## src/rtl/hazard_flush_ctrl.sv

```systemverilog
// Pipeline hazard controller: load-use stall FSM, taken-branch squash and
// saturating stall/flush event counters.
module hazard_flush_ctrl #(
  parameter int unsigned LOAD_STALL = 1,
  parameter int unsigned CNT_W      = 16
) (
  input  logic             clk,
  input  logic             rst_n,
  input  logic [4:0]       id_rs1,
  input  logic [4:0]       id_rs2,
  input  logic             id_use_rs1,
  input  logic             id_use_rs2,
  input  logic             idex_memread,
  input  logic [4:0]       idex_rd,
  input  logic             br_taken,
  output logic             pc_write,
  output logic             ifid_write,
  output logic             ifid_flush,
  output logic             idex_flush,
  output logic             exmem_flush,
  output logic [CNT_W-1:0] stall_cnt,
  output logic [CNT_W-1:0] flush_cnt
);

  typedef enum logic {RUN, STALL} state_t;

  state_t     state, state_nxt;
  logic [3:0] remain, remain_nxt;
  logic       lu;
  logic       stall_inc, flush_inc;

  assign lu = idex_memread && (idex_rd != 5'd0) &&
              ((id_use_rs1 && (idex_rd == id_rs1)) ||
               (id_use_rs2 && (idex_rd == id_rs2)));

  always_ff @(posedge clk or negedge rst_n) begin
    if (!rst_n) begin
      state  <= RUN;
      remain <= '0;
    end else begin
      state  <= state_nxt;
      remain <= remain_nxt;
    end
  end

  // Outputs are forced to the safe squash pattern for as long as reset is held.
  always_comb begin
    state_nxt   = state;
    remain_nxt  = remain;
    stall_inc   = 1'b0;
    flush_inc   = 1'b0;
    pc_write    = 1'b1;
    ifid_write  = 1'b1;
    ifid_flush  = 1'b0;
    idex_flush  = 1'b0;
    exmem_flush = 1'b0;
    if (!rst_n) begin
      pc_write    = 1'b0;
      ifid_write  = 1'b0;
      ifid_flush  = 1'b1;
      idex_flush  = 1'b1;
      exmem_flush = 1'b1;
    end else if (br_taken) begin
      ifid_flush  = 1'b1;
      idex_flush  = 1'b1;
      exmem_flush = 1'b1;
      flush_inc   = 1'b1;
      state_nxt   = RUN;
      remain_nxt  = '0;
    end else begin
      unique case (state)
        RUN: begin
          if (lu) begin
            pc_write   = 1'b0;
            ifid_write = 1'b0;
            idex_flush = 1'b1;
            stall_inc  = 1'b1;
            if (LOAD_STALL > 1) begin
              state_nxt  = STALL;
              remain_nxt = 4'(LOAD_STALL - 1);
            end
          end
        end
        STALL: begin
          pc_write   = 1'b0;
          ifid_write = 1'b0;
          idex_flush = 1'b1;
          stall_inc  = 1'b1;
          remain_nxt = remain - 4'd1;
          if (remain == 4'd1) state_nxt = RUN;
        end
        default: state_nxt = RUN;
      endcase
    end
  end

  always_ff @(posedge clk or negedge rst_n) begin
    if (!rst_n) begin
      stall_cnt <= '0;
      flush_cnt <= '0;
    end else begin
      if (stall_inc && (stall_cnt != '1)) stall_cnt <= stall_cnt + CNT_W'(1);
      if (flush_inc && (flush_cnt != '1)) flush_cnt <= flush_cnt + CNT_W'(1);
    end
  end

endmodule
```

## config.mk

```make
export PLATFORM = sky130hd
export DESIGN_NAME = hazard_flush_ctrl
export DESIGN_NICKNAME = d
export VERILOG_FILES = /design/src/rtl/hazard_flush_ctrl.sv
export SDC_FILE = /design/constraint.sdc
export NUM_CORES = 1
export LEC_CHECK = 0
export ABC_AREA = 1
export CORE_AREA = 2 2 72 74
export DETAILED_ROUTE_END_ITERATION = 10
export DIE_AREA = 0 0 74 76
export PLACE_DENSITY = 0.82
export SETUP_SLACK_MARGIN = 0.02
export SKIP_CTS_REPAIR_TIMING = 1
export SLEW_MARGIN = 10
export SYNTH_ARGS = -nofsm -noshare
export SYNTH_HDL_FRONTEND = slang
export SYNTH_SLANG_ARGS = --single-unit
```

## constraint.sdc

```tcl
create_clock -name clk -period 2.3 [get_ports clk]
set_clock_uncertainty 0.15 [all_clocks]
set_input_delay 0.345 -clock clk [delete_from_list [all_inputs] [get_ports clk]]
set_output_delay 0.345 -clock clk [all_outputs]
set_load 0.02 [all_outputs]
```

# Yosys cells after proc, flatten, opt, wreduce, memory -nomap -nowiden
# Cells that the tools add are included.
classes:
  addsub: 3
  multipliers: 0
  n_div: 0
  order_cmp: 0
  n_eq_ne: 5
  shift: 0
  n_mux: 18
  n_bitwise: 1
  n_reduce_logical: 10
ops:
  columns: ["cell", "n"]
  rows:
  - ["adder 16 x 1 -> 16 bit (second input constant)", 2]
  - ["!= test 16 bit (second input constant)", 2]
  - ["2-to-1 mux 1 bit", 14]
  - ["equality test 5 bit", 2]
  - ["2-to-1 mux 4 bit", 2]
  - ["logical AND 1 bit", 6]
  - ["nonzero test 5 bit", 1]
  - ["equality test 4 x 1 -> 1 bit (second input constant)", 1]
  - ["one-hot mux 1 bit (2 select lines)", 2]
  - ["subtractor 4 x 1 -> 4 bit (second input constant)", 1]
  - ["AND reduction 2 bit", 1]
  - ["nonzero test 2 bit", 1]
  - ["logical OR 1 bit", 1]
  - ["inverter 1 bit", 1]
word_totals:
  register_bits: 37
  latch_bits: 0
  ramBits: 0
  rom_bits: 0
  inputBits: 21
  out_inout_bits: 37
  memories: 0

# Depth between registers and ports, before layout
logic_depth:
  depth_word: 9
  ltp_mapped: 12
  ltp_nobuf: 11

# Worst setup path before layout
# No wires, ideal clock.
synth_timing:
  path_kind: "input to output"
  from: "input idex_rd[3]"
  to: "output pc_write"
  t_arrival_ps: 1707
  required_time_ps: 1805
  slack_ps: 98
  cell_stages: 8
  path_cell_list: "inv_1 nand4_1 o21ai_0 inv_1 nand2_1 nand2_2 o21ai_0 buf_4"
synth_via:
  elab_chain_cells: 8
  elab_cells_between_ends: 12
  cone_classes: "2 x eq/ne; 4 x mux; 6 x reduce/logical"
synth_lines:
  columns: ["item", "line", "text"]
  rows:
  - ["start, declared", "14", "input logic [4:0] idex_rd,"]
  - ["equality test 5 bit (on tied branches)", "33, 34", null]
  - ["logical AND 1 bit (on tied branches)", "33, 34", null]
  - ["logical OR 1 bit", "33", "((id_use_rs1 && (idex_rd == id_rs1)) ||"]
  - ["logical AND 1 bit *", "32", "assign lu = idex_memread && (idex_rd != 5'd0) &&"]
  - ["2-to-1 mux 1 bit *", null, null]
  - ["one-hot mux 1 bit (2 select lines) *", null, null]
  - ["2-to-1 mux 1 bit * (2 in a row)", null, null]
  - ["end, declared", "16", "output logic pc_write,"]
# Mark *: on every way between the ends. The rest lies on a longest branch, timed or not.

# Worst setup path after layout
layout_timing:
  from: "input idex_rd[3]"
  to: "output pc_write"
layout_via:
  elab_chain_cells: 8
  elab_cells_between_ends: 12
  cone_classes: "2 x eq/ne; 4 x mux; 6 x reduce/logical"
layout_lines:
  columns: ["item", "line", "text"]
  rows:
  - ["equality test 5 bit (on tied branches)", "33, 34", null]
  - ["logical AND 1 bit (on tied branches)", "33, 34", null]
  - ["logical OR 1 bit", "33", null]
  - ["logical AND 1 bit *", "32", null]
  - ["2-to-1 mux 1 bit *", "73", "if (lu) begin"]
  - ["one-hot mux 1 bit (2 select lines) *", "71", "unique case (state)"]
  - ["2-to-1 mux 1 bit *", "63", "end else if (br_taken) begin"]
  - ["2-to-1 mux 1 bit *", "57", "if (!rst_n) begin"]
# Marks and branches as above.

==> results.txt <==
Status: finished, final reports clean
Number of distinct library cells after synthesis: 24
Sink Count: 37
Final period util: 94.4%
Max cap viols: 0
IO Pins: 58
Worst setup path end: pc_write
Net count, final: 406
Mapped Cells: 321
Setup crit end kind: output port
Pre-CTS setup slack: -450 ps
#FFs+latches synth: 37
ANT nets after route: 0
Die width: 74 um
XOR/XNOR Fraction of Synth Area: 9.69%
Number of synthesized flops with an enable pin: 0
R2r startpoint: stall_cnt[0]$_DFFE_PN0P_
Cell row count: 26
Starting DRT DRC Count: 207
Area Growth Syn to Fin: 31.7%
Worst-Margin Slew: 487 ps
Largest net degree at the start of global routing: 39
Register-to-register setup slack: 260 ps
Slew Limit Fails: 0
Reg2Reg Depth: 7
Critical path origin: idex_rd[3]
Leak: 1.52 nW
DRC Markers: 0
Post-Synth Simple-Gate Area: 37.1%
Drt total wl: 5650 um
FFs w/ async S/R, synth: 100%
RSZ-0062 raised after global routing: false
Total Routing Usage GR: 21.3%
I/O Buffers: 57
Worst VDD drop: 578 uV
Startpoint types: primary input
Post-route setup TNS: 0 ps
Grt met2 use: 35.4%
Clk buf depth: 2
Detailed-route via count: 2281
Most frequently used flop master after synthesis: dfrtp_1
Global-route wire length before repair: 9620 um
Reg clk slew, reported paths: 70 ps
Post-synthesis sequential area ratio: 39.4%
Clock Latency Late Sink: 300 ps
Tightest Hold Check Type: in2async
Max Fclk: 461 MHz
Core Region: 0.00491 sq mm
Syn Area/Cell: 7.32 sq um
Synthesized area: 0.00235 sq mm
CTS tree: built
Number of iterations in the first detailed-routing pass: 4
Synth Area in Compound Gates: 2.50%
Grt met1 use: 27.1%
Main combinational cell family by area after synthesis: simple AND/OR/NAND/NOR gates
Root Driver: clkbuf_8
GRT Max-Usage Layer: met2
Initial Utilization: 47.9%
Most frequent cells in the layout: nand2_1 (104), clkdlybuf4s50_1 (52), inv_1 (44)
Number of global-route vias before repair: 2183
Share of layout cells above drive strength 1: 6.02%
Fin. Hold Viols: 0
Fillers: 436
Critical Path Fanout Max: 4
Commonest non-fill, non-tap cell in the layout: nand2_1
WP data arrival: 1680 ps
Synth Area in Adders: 2.13%
Required time worst endpoint: 1800 ps
Antenna diodes: 0
Final worst path period need: 2170 ps
Setup-failing EPs final: 0
Synth Net Count: 346
CTS buffer count: 5
Worst setup margin: 129 ps
Slew HR: 67.3%
Per-cell routed wire length: 12.5 um
RR Endpoint: stall_cnt[14]$_DFFE_PN0P_
GRT overflow: 0
Post-synthesis mux area share: 0%
H-tree depth: 2
WS Path Type: in2out
Initial antenna violation count: 0
DP HPWL: 4170 um
Synth warn: 0
RD Place Congestion: 0.882
Vias per inst: 5.05
Pwr Total: 1.96 mW
Power per cell area: 633 mW/mm^2
Area of the die: 0.00562 sq mm
Met3 GRT Util: 5.56%
Die height: 76 um
## cell families after synthesis
group	Yosys count
xor gates and xnor gates	26
DFF	37
AOI/OAI and AO/OA	11
adders and majority gates	4
and+or+nand+nor	191
buffers and inverters	52
## worst min path at each step
stage | from | to | cells after the start
after floorplan | rst_n | flush_cnt[0]$_DFFE_PN0P_ | 0
after global placement | rst_n | stall_cnt[1]$_DFFE_PN0P_ | 2
after detailed placement | rst_n | stall_cnt[1]$_DFFE_PN0P_ | 2
after CTS | rst_n | stall_cnt[15]$_DFFE_PN0P_ | 2
after global routing | rst_n | stall_cnt[15]$_DFFE_PN0P_ | 2
final | rst_n | stall_cnt[0]$_DFFE_PN0P_ | 2
## registers in the layout, summed over array words and instances (netlist names)
signal     count
flush_cnt     16
remain         4
stall_cnt     16
state          1
## synth_stat cells (2+ instances only)
master	number	area, sq um
nand4_1	20	125
nand2_1	104	390
nand3_1	18	90.1
inv_1	44	165
o21ai_0	9	45.0
xor2_1	18	158
buf_4	2	15.0
nor3_1	12	60.1
dfrtp_1	37	926
ha_1	4	50.1
xnor2_1	8	70.1
nor2_1	28	105
nand2_2	2	12.5
buf_2	5	25.0
## power breakdown
group / switching [mW] / internal, mW
combinational: 0.289 / 0.247
clock: 0.242 / 0.354
sequential: 0.100 / 0.728
total: 0.631 / 1.33
## layout make-up
type / instances / area (sq um) / area share (%)
inverter: 44 / 165 / 5.34
sequential: 37 / 926 / 29.9
clock buffer: 7 / 86.3 / 2.79
tap: 70 / 87.6 / 2.83
timing repair buffer: 61 / 588 / 19.0
multi-input combinational: 232 / 1210 / 39.2
clock inverter: 1 / 30.0 / 0.970
## metrics by stage
| stage | std cells | util (%) | hold WS (ps) | instance area, sq um |
|---|---|---|---|---|
| after floorplan | 321 | - | -101 | 2350 |
| after global placement | 444 | 60.7 | 331 | 2980 |
| after detailed placement | 444 | 60.7 | 340 | 2980 |
| after CTS | 452 | 63.1 | 26.2 | 3100 |
| after global routing | 452 | 63.0 | 57.0 | 3100 |
| final | 452 | 63.0 | 15.0 | 3100 |
## metal layers
metal  vias to the layer above  share of wire [%]
met5                         -                  0
met4                         0                1.3
met3                        12                5.1
met2                        74                 50
met1                      1058                 43
li1                       1137                  -
## worst max-delay path, cell delays in order
cell,delay (ps)
clkdlybuf4s50_1,480
inv_1,80
nor2_1,120
nor2_1,60
nand3_1,70
nand2_1,50
nand2_1,90
nand2_2,70
o21ai_2,150
buf_4,170
(Power assumes the default switching activity.)
